### src/rtl/div_seq_unit.sv
// div_seq_unit: sequential signed divider returning MIPS `div` results.
// The quotient goes to LO and the remainder to HI. The datapath is a radix-2
// restoring divider on operand magnitudes, one quotient bit per cycle, followed
// by a sign-fix cycle. A zero divisor is flagged one cycle after the request
// and performs no arithmetic.
//
// Ports:
//   clk       - system clock, rising edge
//   reset     - synchronous, active-low; aborts any running operation
//   start     - request strobe, sampled only while idle
//   dividend  - signed rs value, latched on accepted start
//   divisor   - signed rt value, latched on accepted start
//   quotient  - signed quotient (LO), updated only when an operation completes
//   remainder - signed remainder (HI), updated only when an operation completes
//   busy      - high while an operation is in RUN or FIX
//   done      - one-cycle completion pulse
//   div_zero  - one-cycle pulse alongside done when the divisor was zero
module div_seq_unit #(
   parameter int unsigned WIDTH = 32
) (
   input  logic             clk,
   input  logic             reset,
   input  logic             start,
   input  logic [WIDTH-1:0] dividend,
   input  logic [WIDTH-1:0] divisor,
   output logic [WIDTH-1:0] quotient,
   output logic [WIDTH-1:0] remainder,
   output logic             busy,
   output logic             done,
   output logic             div_zero
);

   localparam int unsigned CntW = $clog2(WIDTH);

   typedef enum logic [1:0] {
      StIdle = 2'd0,
      StRun  = 2'd1,
      StFix  = 2'd2
   } state_e;

   state_e            state_q, state_d;
   logic              sd_q, sd_d;
   logic              sv_q, sv_d;
   logic [WIDTH-1:0]  dvs_q, dvs_d;
   // The partial remainder is always below |divisor| <= 2^(WIDTH-1) between
   // steps, so WIDTH bits hold it; only the shifted value needs the extra bit.
   logic [WIDTH-1:0]  rem_q, rem_d;
   logic [WIDTH-1:0]  qreg_q, qreg_d;
   logic [CntW-1:0]   cnt_q, cnt_d;
   logic [WIDTH-1:0]  quotient_q, quotient_d;
   logic [WIDTH-1:0]  remainder_q, remainder_d;
   logic              done_q, done_d;
   logic              div_zero_q, div_zero_d;

   logic [WIDTH:0]    shifted;
   logic              trial_ge;

   // Restoring step on the shifted {rem, qreg} pair.
   always_comb begin
      shifted  = {rem_q, qreg_q[WIDTH-1]};
      trial_ge = (shifted >= {1'b0, dvs_q});
   end

   always_comb begin
      state_d     = state_q;
      sd_d        = sd_q;
      sv_d        = sv_q;
      dvs_d       = dvs_q;
      rem_d       = rem_q;
      qreg_d      = qreg_q;
      cnt_d       = cnt_q;
      quotient_d  = quotient_q;
      remainder_d = remainder_q;
      done_d      = 1'b0;
      div_zero_d  = 1'b0;

      unique case (state_q)
         StIdle: begin
            if (start) begin
               if (divisor == '0) begin
                  done_d     = 1'b1;
                  div_zero_d = 1'b1;
               end else begin
                  sd_d    = dividend[WIDTH-1];
                  sv_d    = divisor[WIDTH-1];
                  // Negating the most negative value wraps to itself, which
                  // is the correct unsigned magnitude.
                  qreg_d  = dividend[WIDTH-1] ? -dividend : dividend;
                  dvs_d   = divisor[WIDTH-1] ? -divisor : divisor;
                  rem_d   = '0;
                  cnt_d   = CntW'(WIDTH - 1);
                  state_d = StRun;
               end
            end
         end
         StRun: begin
            if (trial_ge) begin
               rem_d = WIDTH'(shifted - {1'b0, dvs_q});
            end else begin
               rem_d = shifted[WIDTH-1:0];
            end
            qreg_d = {qreg_q[WIDTH-2:0], trial_ge};
            cnt_d  = cnt_q - 1'b1;
            if (cnt_q == '0) begin
               state_d = StFix;
            end
         end
         StFix: begin
            quotient_d  = (sd_q ^ sv_q) ? -qreg_q : qreg_q;
            remainder_d = sd_q ? -rem_q : rem_q;
            done_d      = 1'b1;
            state_d     = StIdle;
         end
         default: begin
            state_d = StIdle;
         end
      endcase
   end

   always_ff @(posedge clk) begin
      if (!reset) begin
         state_q     <= StIdle;
         sd_q        <= 1'b0;
         sv_q        <= 1'b0;
         dvs_q       <= '0;
         rem_q       <= '0;
         qreg_q      <= '0;
         cnt_q       <= '0;
         quotient_q  <= '0;
         remainder_q <= '0;
         done_q      <= 1'b0;
         div_zero_q  <= 1'b0;
      end else begin
         state_q     <= state_d;
         sd_q        <= sd_d;
         sv_q        <= sv_d;
         dvs_q       <= dvs_d;
         rem_q       <= rem_d;
         qreg_q      <= qreg_d;
         cnt_q       <= cnt_d;
         quotient_q  <= quotient_d;
         remainder_q <= remainder_d;
         done_q      <= done_d;
         div_zero_q  <= div_zero_d;
      end
   end

   assign quotient  = quotient_q;
   assign remainder = remainder_q;
   assign busy      = (state_q != StIdle);
   assign done      = done_q;
   assign div_zero  = div_zero_q;

endmodule
### config.mk
export PLATFORM = sky130hd
export DESIGN_NAME = div_seq_unit
export DESIGN_NICKNAME = d
export VERILOG_FILES = /design/src/rtl/div_seq_unit.sv
export SDC_FILE = /design/constraint.sdc
export NUM_CORES = 1
export LEC_CHECK = 0
export ABC_AREA = 0
export CAP_MARGIN = 20
export CORE_ASPECT_RATIO = 0.8
export CORE_MARGIN = 5
export CORE_UTILIZATION = 45
export DETAILED_ROUTE_END_ITERATION = 7
export PLACE_DENSITY = 0.67
export SYNTH_ARGS = -nofsm -noshare
export SYNTH_HDL_FRONTEND = slang
export SYNTH_SLANG_ARGS = --single-unit
### constraint.sdc
create_clock -name clk -period 6.82 [get_ports clk]
set_input_delay 1.023 -clock clk [delete_from_list [all_inputs] [get_ports clk]]
set_output_delay 1.023 -clock clk [all_outputs]
set_load 0.05 [all_outputs]
==> impl_metrics.yaml <==
sta:
  final_max_slew_viol_count: 0
  skew_ps: 15.9
  maxSlewHeadroom_pct: 26.1
  setup_viol: 0
  setup-tns-final_ps: 0
  period_share_pct: 59.9
  rsz0062_at_grt: "false"
  hold_viol_final: 0
  layout_min_cycle_time_ps: 4080
  tightest_slew_ps: 1100
  holdWs_ps: 501
  fmax_ghz: 0.245
drt:
  first_pass_iters: 5
  routedWlPerCell_um: 17.1
  initialDrtViolationCount: 840
  ant_nets: 0
  drc_errors: 0
  wl_mm: 29.7
  vias: 9861
  viasPerCell: 5.67
setup_path:
  r2r_start: "rem_q[0]"
  required_ps: 7160
  slowest_stage: "nor4_2"
  crit_start: "divisor[8]"
  cp-endpoint: "rem_q[20]"
  cpMostUsedCell: "nand2_1"
  crit_path_max_incr_delay_ps: 580
  crit_path_end_kind: "register"
  criticalPathCategory: "in -> reg"
  cp.arrival_ps: 4420
  r2r_end: "rem_q[20]"
  startpoint_type: "input pin"
  r2r_cells: 10
  crit_chain: "clkdlybuf4s50_1 > nor4_1 > nand2_1 > nor4_2 > a21boi_4 > buf_4 > nor2_2 > and2_1 > buf_8 > nand2_1 > o21ai_1"
  cp_max_fo: 51
  rrSetupSlack_ps: 3230
cts:
  clock_latency_ps: 440
  ctsResizeCount: 0
  cts_tree: "built"
  path_clk_slew_ps: 70
  cts_hold_buf: 0
  cts_sinks: 171
  root_buffer: "clkbuf_16"
  postCtsSetupRepairBufs: 0
  cts_buffers: 17
  htreeDepth: 4
  clockBufferDepth: 2
placed_design:
  hpwl_mm: 22.2
  port_buffers: 133
  placedInstanceArea_um2: 12500
  dp.cells: 1703
  finalWeightedCongestion: 0.942
min_path:
  hold_class: "reg -> reg"
floorplan:
  ioPinCount: 134
  initial_core_util_pct: 45.6
  rows: 51
  die_x_um: 185
  die_y_um: 150
  die_area_um2: 27800
  design.core.area_um2: 24200
yosys:
  synth.avg_cell_area_um2: 8.31
  synthDistinctLibCells: 79
  synth_area_leaders: "dfxtp_1 (31%), o211a_1 (7.2%), nand2_1 (7.0%), xor2_1 (6.3%), xnor2_1 (5.5%)"
  synthCells: 1329
  synth_nets: 1435
  async_flop_share_pct: 0
  synth-seq-area-share_pct: 31.0
  syn_area_um2: 11100
  synth_top_area_share_pct: 31.0
  synth_flop_cell: "dfxtp_1"
  yosys_warnings: 0
  ys_ff_latch: 171
  synth_edf_count: 0
  yosysTopAreaCell: "dfxtp_1"
power_and_ir_drop:
  power-per-cell-area_nw_per_um2: 228
  peakVddDrop_uv: 172
  p_sw_share_pct: 33.1
  leakage_uw: 0.00602
  p_sw_uw: 999
  pwr-share-seq_pct: 37.4
  power.share.clock_pct: 35.9
  internal_power_uw: 2020
  p_comb_share_pct: 26.7
job:
  cap_violations: 0
final_layout:
  postLayoutCoreUtil_pct: 54.5
  final_area_um2: 13200
  stdcell_count: 1738
  diodes: 0
  fin_nets: 1513
  area_growth_pct: 19.7
  drive_above_1_share_pct: 5.35
grt:
  antenna_found_initial: 0
  grtUsageTotal_pct: 21.0
  grt_overflow_total: 0
  grt_pass1_wl_mm: 47.3
  grt_max_degree: 124
  grt_pass1_vias: 8796
status:
  status: "completed"
==> flip-flops by register name, summed over array words and instances (netlist names), 2 cells and up <==
signal	flops
dvs_q	32
qreg_q	32
quotient	32
rem_q	32
remainder	32
cnt_q	5
state_q	2
==> Yosys cell counts, types with 6 or more instances <==
master    instances
o211ai_1          6
o21a_1            8
nor4_1           10
a221oi_1         11
clkbuf_1         57
nor3_1           22
nand3_1          19
buf_2            12
xor2_1           80
a21boi_0         23
o21ai_1          31
or3_1            13
o211a_1          80
mux2i_1          24
inv_1            55
dfxtp_1         171
nand2_1         206
xnor2_1          70
ha_1             38
a221o_1           6
buf_1            11
nor2_1           35
nand2b_1          8
a21o_1           14
o31ai_1          38
a21oi_1          50
nand4_1          13
or4_1            13
o21ai_0          52
nor2b_1          20
o41ai_1          11
and2_1           10
and3_1           13
a22oi_1          23
==> worst max-delay path: cells and delay by family <==
kind | cells | cell delay (ps)
buffers and inverters | 3 | 1040
AND/OR/NAND/NOR | 6 | 2130
AO/OA/AOI/OAI | 2 | 190
==> stage by stage <==
| stage | total power (uW) | setup slack (ps) |
|---|---|---|
| finish | 3020 | 2740 |
| global route | 3170 | 2400 |
| CTS | 3020 | 2540 |
| detailed placement | 1940 | 2090 |
| global placement | 1930 | 2170 |
| floorplan | 1720 | 3770 |
==> power groups by stage <==
stage | Combinational [uW] | Sequential, uW | Clock [uW]
2_1_floorplan | 563 | 1160 | 0
3_3_place_gp | 786 | 1140 | 0
3_5_place_dp | 793 | 1150 | 0
4_1_cts | 797 | 1120 | 1100
5_1_grt | 888 | 1130 | 1150
6_report | 806 | 1130 | 1080
==> cell type report <==
cell class                 count  area, um^2
clock buffer                  18         429
timing repair buffer         145        1470
tap                          318         398
clock inverter                14         229
multi-input combinational   1017        7070
fill                        2255       11000
sequential                   171        3420
inverter                      55         206
==> logic make-up after synthesis <==
family	share of synthesized area (%)
AO/OA/AOI/OAI	26.7
XOR/XNOR	11.9
adder cells (fa/ha/maj)	4.48
buffers and inverters	5.16
flip-flops	31.0
multiplexers	2.38
AND/OR/NAND/NOR	18.4
==> placed cells by master (no fill, tap or decap), types with 10 or more instances in the layout <==
cell type,instances
ha_1,38
a22oi_1,23
dfxtp_1,171
buf_4,10
nand4_1,13
nand3_1,19
clkbuf_16,17
o21ai_0,52
or4_1,13
a21boi_0,23
a21o_1,14
clkdlybuf4s50_1,132
and2_1,10
o41ai_1,11
and3_1,13
inv_1,55
nor2b_1,18
o31ai_1,38
nor2_1,35
o211a_1,80
nand2_1,206
o21ai_1,31
a21oi_1,50
nor4_1,10
mux2i_1,24
xor2_1,80
xnor2_1,70
or3_1,13
nor3_1,22
a221oi_1,11
==> layer usage <==
metal | wire (um) | vias to the layer above | GRT usage, %
met5 | 0 | - | 0
met2 | 11100 | 274 | 27.2
met3 | 2280 | 13 | 4.81
met1 | 16100 | 4619 | 34.7
met4 | 201 | 0 | 3.71
li1 | - | 4955 | -
==> how the worst min path moves through the flow <==
stage	startpoint	depth (start not counted)	slack, ps	endpoint
global route	quotient[26]	1	510	quotient[26]
global placement	dvs_q[7]	1	480	dvs_q[7]
finish	dvs_q[15]	1	500	dvs_q[15]
floorplan	dvs_q[0]	2	450	dvs_q[0]
CTS	remainder[28]	1	500	remainder[28]
detailed placement	dvs_q[15]	1	490	dvs_q[15]
(Power assumes the default switching activity.)
